`src/rtl/serial_arith_pkg.sv`:
```
// Shared types and defaults for the bit-serial arithmetic engines.
package serial_arith_pkg;

   localparam int unsigned DEFAULT_WIDTH = 8;

   typedef enum logic [1:0] {
      IDLE  = 2'b00,
      SHIFT = 2'b01,
      DONE  = 2'b10
   } state_t;

endpackage

```
`src/rtl/full_adder.sv`:
```
// One-bit full adder slice used by the serial adder.
module full_adder (
   input  logic a,
   input  logic b,
   input  logic cin,
   output logic s,
   output logic cout
);

   assign s    = a ^ b ^ cin;
   assign cout = (a & b) | (cin & (a ^ b));

endmodule

```
`src/rtl/serial_adder.sv`:
```
// Bit-serial LSB-first adder: one full-adder slice plus carry flop, start/done handshake.
module serial_adder
   import serial_arith_pkg::*;
#(
   parameter int unsigned WIDTH = DEFAULT_WIDTH
) (
   input  logic             clk,
   input  logic             rst_n,
   input  logic             start,
   input  logic [WIDTH-1:0] a,
   input  logic [WIDTH-1:0] b,
   input  logic             cin,
   output logic             busy,
   output logic             done,
   output logic [WIDTH-1:0] sum,
   output logic             cout,
   output logic             ovf
);

   localparam int unsigned CNT_W = $clog2(WIDTH);

   state_t             state, state_d;
   logic [WIDTH-1:0]   a_sr, a_d;
   logic [WIDTH-1:0]   b_sr, b_d;
   logic [WIDTH-1:0]   sum_d;
   logic               carry, carry_d;
   logic [CNT_W-1:0]   cnt, cnt_d;
   logic               cout_d, ovf_d, busy_d, done_d;
   logic               fa_s, fa_co;

   full_adder u_fa (
      .a    (a_sr[0]),
      .b    (b_sr[0]),
      .cin  (carry),
      .s    (fa_s),
      .cout (fa_co)
   );

   always_ff @(posedge clk or negedge rst_n) begin
      if (!rst_n) begin
         state <= IDLE;
         a_sr  <= '0;
         b_sr  <= '0;
         sum   <= '0;
         carry <= 1'b0;
         cnt   <= '0;
         cout  <= 1'b0;
         ovf   <= 1'b0;
         busy  <= 1'b0;
         done  <= 1'b0;
      end else begin
         state <= state_d;
         a_sr  <= a_d;
         b_sr  <= b_d;
         sum   <= sum_d;
         carry <= carry_d;
         cnt   <= cnt_d;
         cout  <= cout_d;
         ovf   <= ovf_d;
         busy  <= busy_d;
         done  <= done_d;
      end
   end

   // Next-state and datapath update; sum bits enter at the MSB so the word lands aligned after WIDTH shifts.
   always_comb begin
      state_d = state;
      a_d     = a_sr;
      b_d     = b_sr;
      sum_d   = sum;
      carry_d = carry;
      cnt_d   = cnt;
      cout_d  = cout;
      ovf_d   = ovf;

      case (state)
         IDLE: begin
            if (start) begin
               state_d = SHIFT;
               a_d     = a;
               b_d     = b;
               carry_d = cin;
               cnt_d   = '0;
            end
         end
         SHIFT: begin
            a_d     = a_sr >> 1;
            b_d     = b_sr >> 1;
            sum_d   = {fa_s, sum[WIDTH-1:1]};
            carry_d = fa_co;
            cnt_d   = cnt + CNT_W'(1);
            if (cnt == CNT_W'(WIDTH - 1)) begin
               // Signed overflow: carry into the MSB differs from carry out of it.
               ovf_d   = carry ^ fa_co;
               cout_d  = fa_co;
               state_d = DONE;
            end
         end
         DONE:    state_d = IDLE;
         default: state_d = IDLE;
      endcase

      busy_d = (state_d != IDLE);
      done_d = (state_d == DONE);
   end

endmodule

```
`config.mk`:
```
export PLATFORM = sky130hd
export DESIGN_NAME = serial_adder
export DESIGN_NICKNAME = d
export VERILOG_FILES = /design/src/rtl/serial_arith_pkg.sv /design/src/rtl/full_adder.sv /design/src/rtl/serial_adder.sv
export SDC_FILE = /design/constraint.sdc
export NUM_CORES = 1
export LEC_CHECK = 0
export BUFFER_PORTS_ARGS = -buffer_cell sky130_fd_sc_hd__buf_2
export CORE_UTILIZATION = 60
export CTS_BUF_LIST = sky130_fd_sc_hd__clkbuf_2
export DETAILED_ROUTE_END_ITERATION = 6
export GPL_TIMING_DRIVEN = 1
export MAX_ROUTING_LAYER = met4
export PLACE_DENSITY_LB_ADDON = 0.2
export SYNTH_ARGS = -nofsm -noshare
export SYNTH_HDL_FRONTEND = slang
export SYNTH_SLANG_ARGS = --single-unit
```
`constraint.sdc`:
```
create_clock -name clk -period 2.3 [get_ports clk]
set_input_delay 0.23 -clock clk [delete_from_list [all_inputs] [get_ports clk]]
set_output_delay 0.23 -clock clk [all_outputs]
set_load 0.02 [all_outputs]
```
# Word-level counts from Yosys, hierarchy flattened
# Index checks and enable logic that the tools add are counted.
[classes]
n_eq_ne = 4
bitwise = 6
addsub = 1
reduce_logical = 5
muxes = 11
[ops]
columns = ["cell", "count"]
rows = [
  ["8-bit one-hot mux with 2 select lines", 2],
  ["8-bit 2-to-1 mux", 2],
  ["3-bit one-hot mux with 2 select lines", 1],
  ["2-bit 2-to-1 mux", 2],
  ["2-bit one-hot mux with 2 select lines", 1],
  ["2-bit AND reduction", 2],
  ["2-bit nonzero test", 2],
  ["3-bit by 1-bit adder with 3-bit output (second input constant)", 1],
  ["3-bit == test (second input constant)", 1],
  ["3-bit 2-to-1 mux", 1],
  ["1-bit bitwise XOR", 3],
  ["1-bit bitwise AND", 2],
  ["2-bit by 1-bit == test with 1-bit output (second input constant)", 1],
  ["2-bit == test (second input constant)", 1],
  ["2-bit logical NOT", 1],
  ["2-bit inequality test (second input constant)", 1],
  ["1-bit one-hot mux with 2 select lines", 1],
  ["1-bit 2-to-1 mux", 1],
  ["1-bit bitwise OR", 1],
]
[word_totals]
word_cells = 37
regBits = 34
output_inout_bits = 12
in_bits = 20

# Longest topological paths before layout
[logic_depth]
depth_word = 4
ltp_mapped = 4
mapped_depth_nobuf = 4

# Modules after synthesis
# Synthesis repeated with hierarchy kept, for this count alone.
[hier_totals]
cells_unflattened = 145
hier_area_um2 = 1514.0
[by_module_without_submodules]
columns = ["module", "area_per_inst_um2", "seq_area_each_um2", "cells_per_inst", "n_inst"]
rows = [
  ["serial_adder", 1493.9, 850.8, 144, 1],
  ["full_adder", 20.0, 0.0, 1, 1],
]

# Worst setup path before layout
# OpenSTA, ideal clock, no wires.
[synth_path]
path_type = "reg-to-reg"
startpoint = "register carry"
endpoint = "register ovf"
path_stages_with_launch = 4
arrival_time_ns = 1.272
setup_time_ns = 0.125
n_path_buf = 0
path_slack_ns = 0.903
synth_period_minus_slack_ns = 1.397
required_ns = 2.175
path_cell_list = "dfrtp_1 > fa_1 > xor2_1 > mux2_2"
[synth_via]
elab_chain_cells = 3
[synth_rtl]
columns = ["item", "line", "rtl"]
rows = [
  ["from (decl)", "serial_adder.sv:26", "logic carry, carry_d;"],
  ["from (signal assigned)", "serial_adder.sv:56", "carry <= carry_d;"],
  ["1-bit bitwise AND", "full_adder.sv:11", "assign cout = (a & b) | (cin & (a ^ b));"],
  ["1-bit bitwise OR", "full_adder.sv:11", ""],
  ["named net fa_co", "serial_adder.sv:29", "logic fa_s, fa_co;"],
  ["1-bit bitwise XOR", "serial_adder.sv:94", "ovf_d = carry ^ fa_co;"],
  ["to (signal assigned)", "serial_adder.sv:59", "ovf <= ovf_d;"],
  ["to (decl)", "serial_adder.sv:17", "output logic ovf"],
]
# The timed path passes the listed nets, and every way through them passes these cells.
# A chain may end at the register's enable or synchronous reset.

# Worst setup path in the final report
[layout_path]
startpoint = "register state[0]"
endpoint = "register b_sr[2]"
[layout_via]
elab_chain_cells = 3
elab_cells_between_ends = 6
classes_between = "eq/ne: 2; mux: 1; reduce/logical: 3"
[layout_rtl]
columns = ["item", "line", "rtl"]
rows = [
  ["from (decl)", "serial_adder.sv:22", "state_t state, state_d;"],
  ["from (signal assigned)", "serial_adder.sv:52", "state <= state_d;"],
  ["2-bit by 1-bit == test with 1-bit output or 2-bit logical NOT (tied branches)", "serial_adder.sv:76", "case (state)"],
  ["2-bit nonzero test (no line) or 2-bit inequality test (tied branches)", "--", ""],
  ["2-bit AND reduction (no line)", "--", ""],
  ["to (signal assigned)", "serial_adder.sv:43", "b_sr <= '0;"],
  ["to (signal assigned)", "serial_adder.sv:54", "b_sr <= b_d;"],
  ["to (decl)", "serial_adder.sv:24", "logic [WIDTH-1:0] b_sr, b_d;"],
]
# Several ways; a longest one is shown, not always the timed one.

==> flow_metrics.tcl <==
set metrics [dict create \
    status "complete, no violations" \
    viasPerCell 5.85 \
    total_power_w 0.00233 \
    endpoint_kind "flip-flop" \
    yosysSeqAreaShare_pct 56.8 \
    vias 1082 \
    dieWidth_um 52.0 \
    wirelength_um 2780 \
    hold_buffers 1 \
    worst_pin_slew_ps 724 \
    row_count 17 \
    drcViolationCount 0 \
    design_area_um2 1690 \
    ys_warn_count 0 \
    syn_to_final_growth_pct 13.1 \
    grt_pass1_wl_um 4480 \
    ys_ff_latch 34 \
    coreArea_um2 2280 \
    ctsResizeCount 0 \
    cts_setup_buffers 0 \
    drt-pass1-iter-count 5 \
    place_congestion 0.795 \
    syn_area_per_cell_um2 12.3 \
    cp.required_ps 2530 \
    crit_type "reg2reg" \
    syn_inst 122 \
    path_clk_slew_ps 160 \
    synth_area_um2 1500 \
    tns_ps 0 \
    grt_usage_pct 24.4 \
    fin_nets 179 \
    layout-drive-gt1-share_pct 33.8 \
    hold_viol 0 \
    setup_viol 0 \
    crit_chain "o21bai_1 -> buf_4 -> a222oi_1" \
    fill_cells 158 \
    first_global_vias 1031 \
    die_h_um 52.0 \
    dp.cells 176 \
    placed_cell_area_um2 1650 \
    grt_overflow_total 0 \
    fmax_mhz 624 \
    port-buffer-count 31 \
    hold_path_class "in2reg" \
    dieArea_um2 2700 \
    cpMaxStageDelayCell "o21bai_1" \
    slew_violations 0 \
    wire_per_inst_um 15.0 \
    power_density_nw_per_um2 1370 \
    cp_max_fo 12 \
    antenna_found_initial 0 \
    ios 32 \
    grt_max_degree 35 \
    leakagePower_nw 0.839 \
    drv_cap 0 \
    ir_drop_uv 1020 \
    final_antenna_net_count 0 \
    rsz0062_at_grt "false" \
    clock_skew_ps 11.3 \
    ys_types 23 \
    drt_iter0_drc 64 \
    clk_latency_ps 360 \
    h-tree-depth 2 \
    synth_nets 145 \
    fin_cells 185 \
    utilization_pct 74.4 \
    initial_core_util_pct 65.8 \
    crit_arrival_ps 1840 \
    tritoncts "built" \
    cts.sinks 34 \
    diodes 0 \
    slew-limit-headroom_pct 51.8 \
    root_buffer "clkbuf_2" \
    dp_hpwl_um 1930 \
    crit_path_start_kind "flip-flop" \
    post-route-period-util_pct 69.7 \
    numCtsBuffers 5 \
    crit_path_max_incr_delay_ps 570 \
    min_period_ps 1600 \
    cts.path.max_buffers 2 \
]
## where the power goes
group	total, W	switching [W]	leakage, nW	internal (W)
logic	0.00103	0.000535	0.407	0.000499
registers	0.00103	0.000157	0.402	0.000873
clock network	0.000262	0.000187	0.0304	0.0000748
total	0.00233	0.000879	0.839	0.00145
## Yosys cell counts, drive strengths merged
master   instances  area (um^2)
xor2             1         8.76
nor2b            1         6.26
nor3b            1         7.51
o21bai           1         7.51
nand4bb          2         22.5
dfrtp           34          851
nor2            14         52.6
a222oi          14          140
and2b            1         7.51
ha               2         25.0
and3b            2         17.5
a22o             2         17.5
nand2            2         7.51
fa               1         20.0
nor4b            1         8.76
mux2            11          124
o311ai           2         17.5
a211oi           1         7.51
buf              9         72.6
a21oi            1         5.00
inv             19         71.3
## cells by family after synthesis
kind of cell               count (synthesis)  share of synthesized area, %
AOI/OAI and AO/OA                         21                          13.0
xor gates and xnor gates                   1                         0.585
adders and majority gates                  3                          3.01
buffers and inverters                     28                          9.61
DFF                                       34                          56.8
muxes                                     11                          8.27
and+or+nand+nor                           24                          8.69
## worst paths after layout
path	from	to	slack (ps)	cells after the start
min in group asynchronous	rst_n	b_sr[2]	440	2
setup / recovery	state[0]	b_sr[2]	700	3
setup reg to reg	state[0]	b_sr[2]	700	3
max in group asynchronous	rst_n	cnt[2]	1400	2
hold reg to reg	sum[0]	sum[0]	530	1
hold / removal	b[1]	b_sr[1]	150	3
## per-layer routing
layer,global-route usage (%),vias to the layer above,share of wire (%)
li1,-,504,-
met4,12.2,0,1.7
met5,-,-,0
met2,37.6,36,50
met1,29.8,536,43
met3,6.14,6,5.3
## cells in the final DEF, fill, tap and decap left out, drive strengths merged, types with 6 or more instances in the layout
master / instances
clkbuf: 6
mux2: 11
inv: 19
dfrtp: 34
buf: 35
a222oi: 14
nor2: 14
## flip-flops by register name, summed over array words and instances, names as in the netlist
name   cells
busy       1
ovf        1
carry      1
sum        8
state      2
cout       1
cnt        3
b_sr       8
done       1
a_sr       8
## critical path: cells and delay by family, from the launching register on
family,cells,cell delay (ps)
flops,1,510
buf+inv,1,300
compound gates,2,660
## per-stage QoR
stage | hold WS [ps] | worst slack, ps
final | 153 | 696
after global routing | 138 | 578
after CTS | 140 | 703
after detailed placement | 329 | 726
after global placement | 321 | 774
after floorplan | -65.6 | 903
## cell type report
type	instances	area [um^2]	area share, %
clock buffers	6	30.0	1.77
well taps	28	35.0	2.07
clock inverters	2	8.76	0.517
repair buffers	36	195	11.5
inverters	19	71.3	4.21
multi-input cells	60	503	29.7
flip-flops and latches	34	851	50.2
No activity file was read; power rests on OpenSTA's default activity.
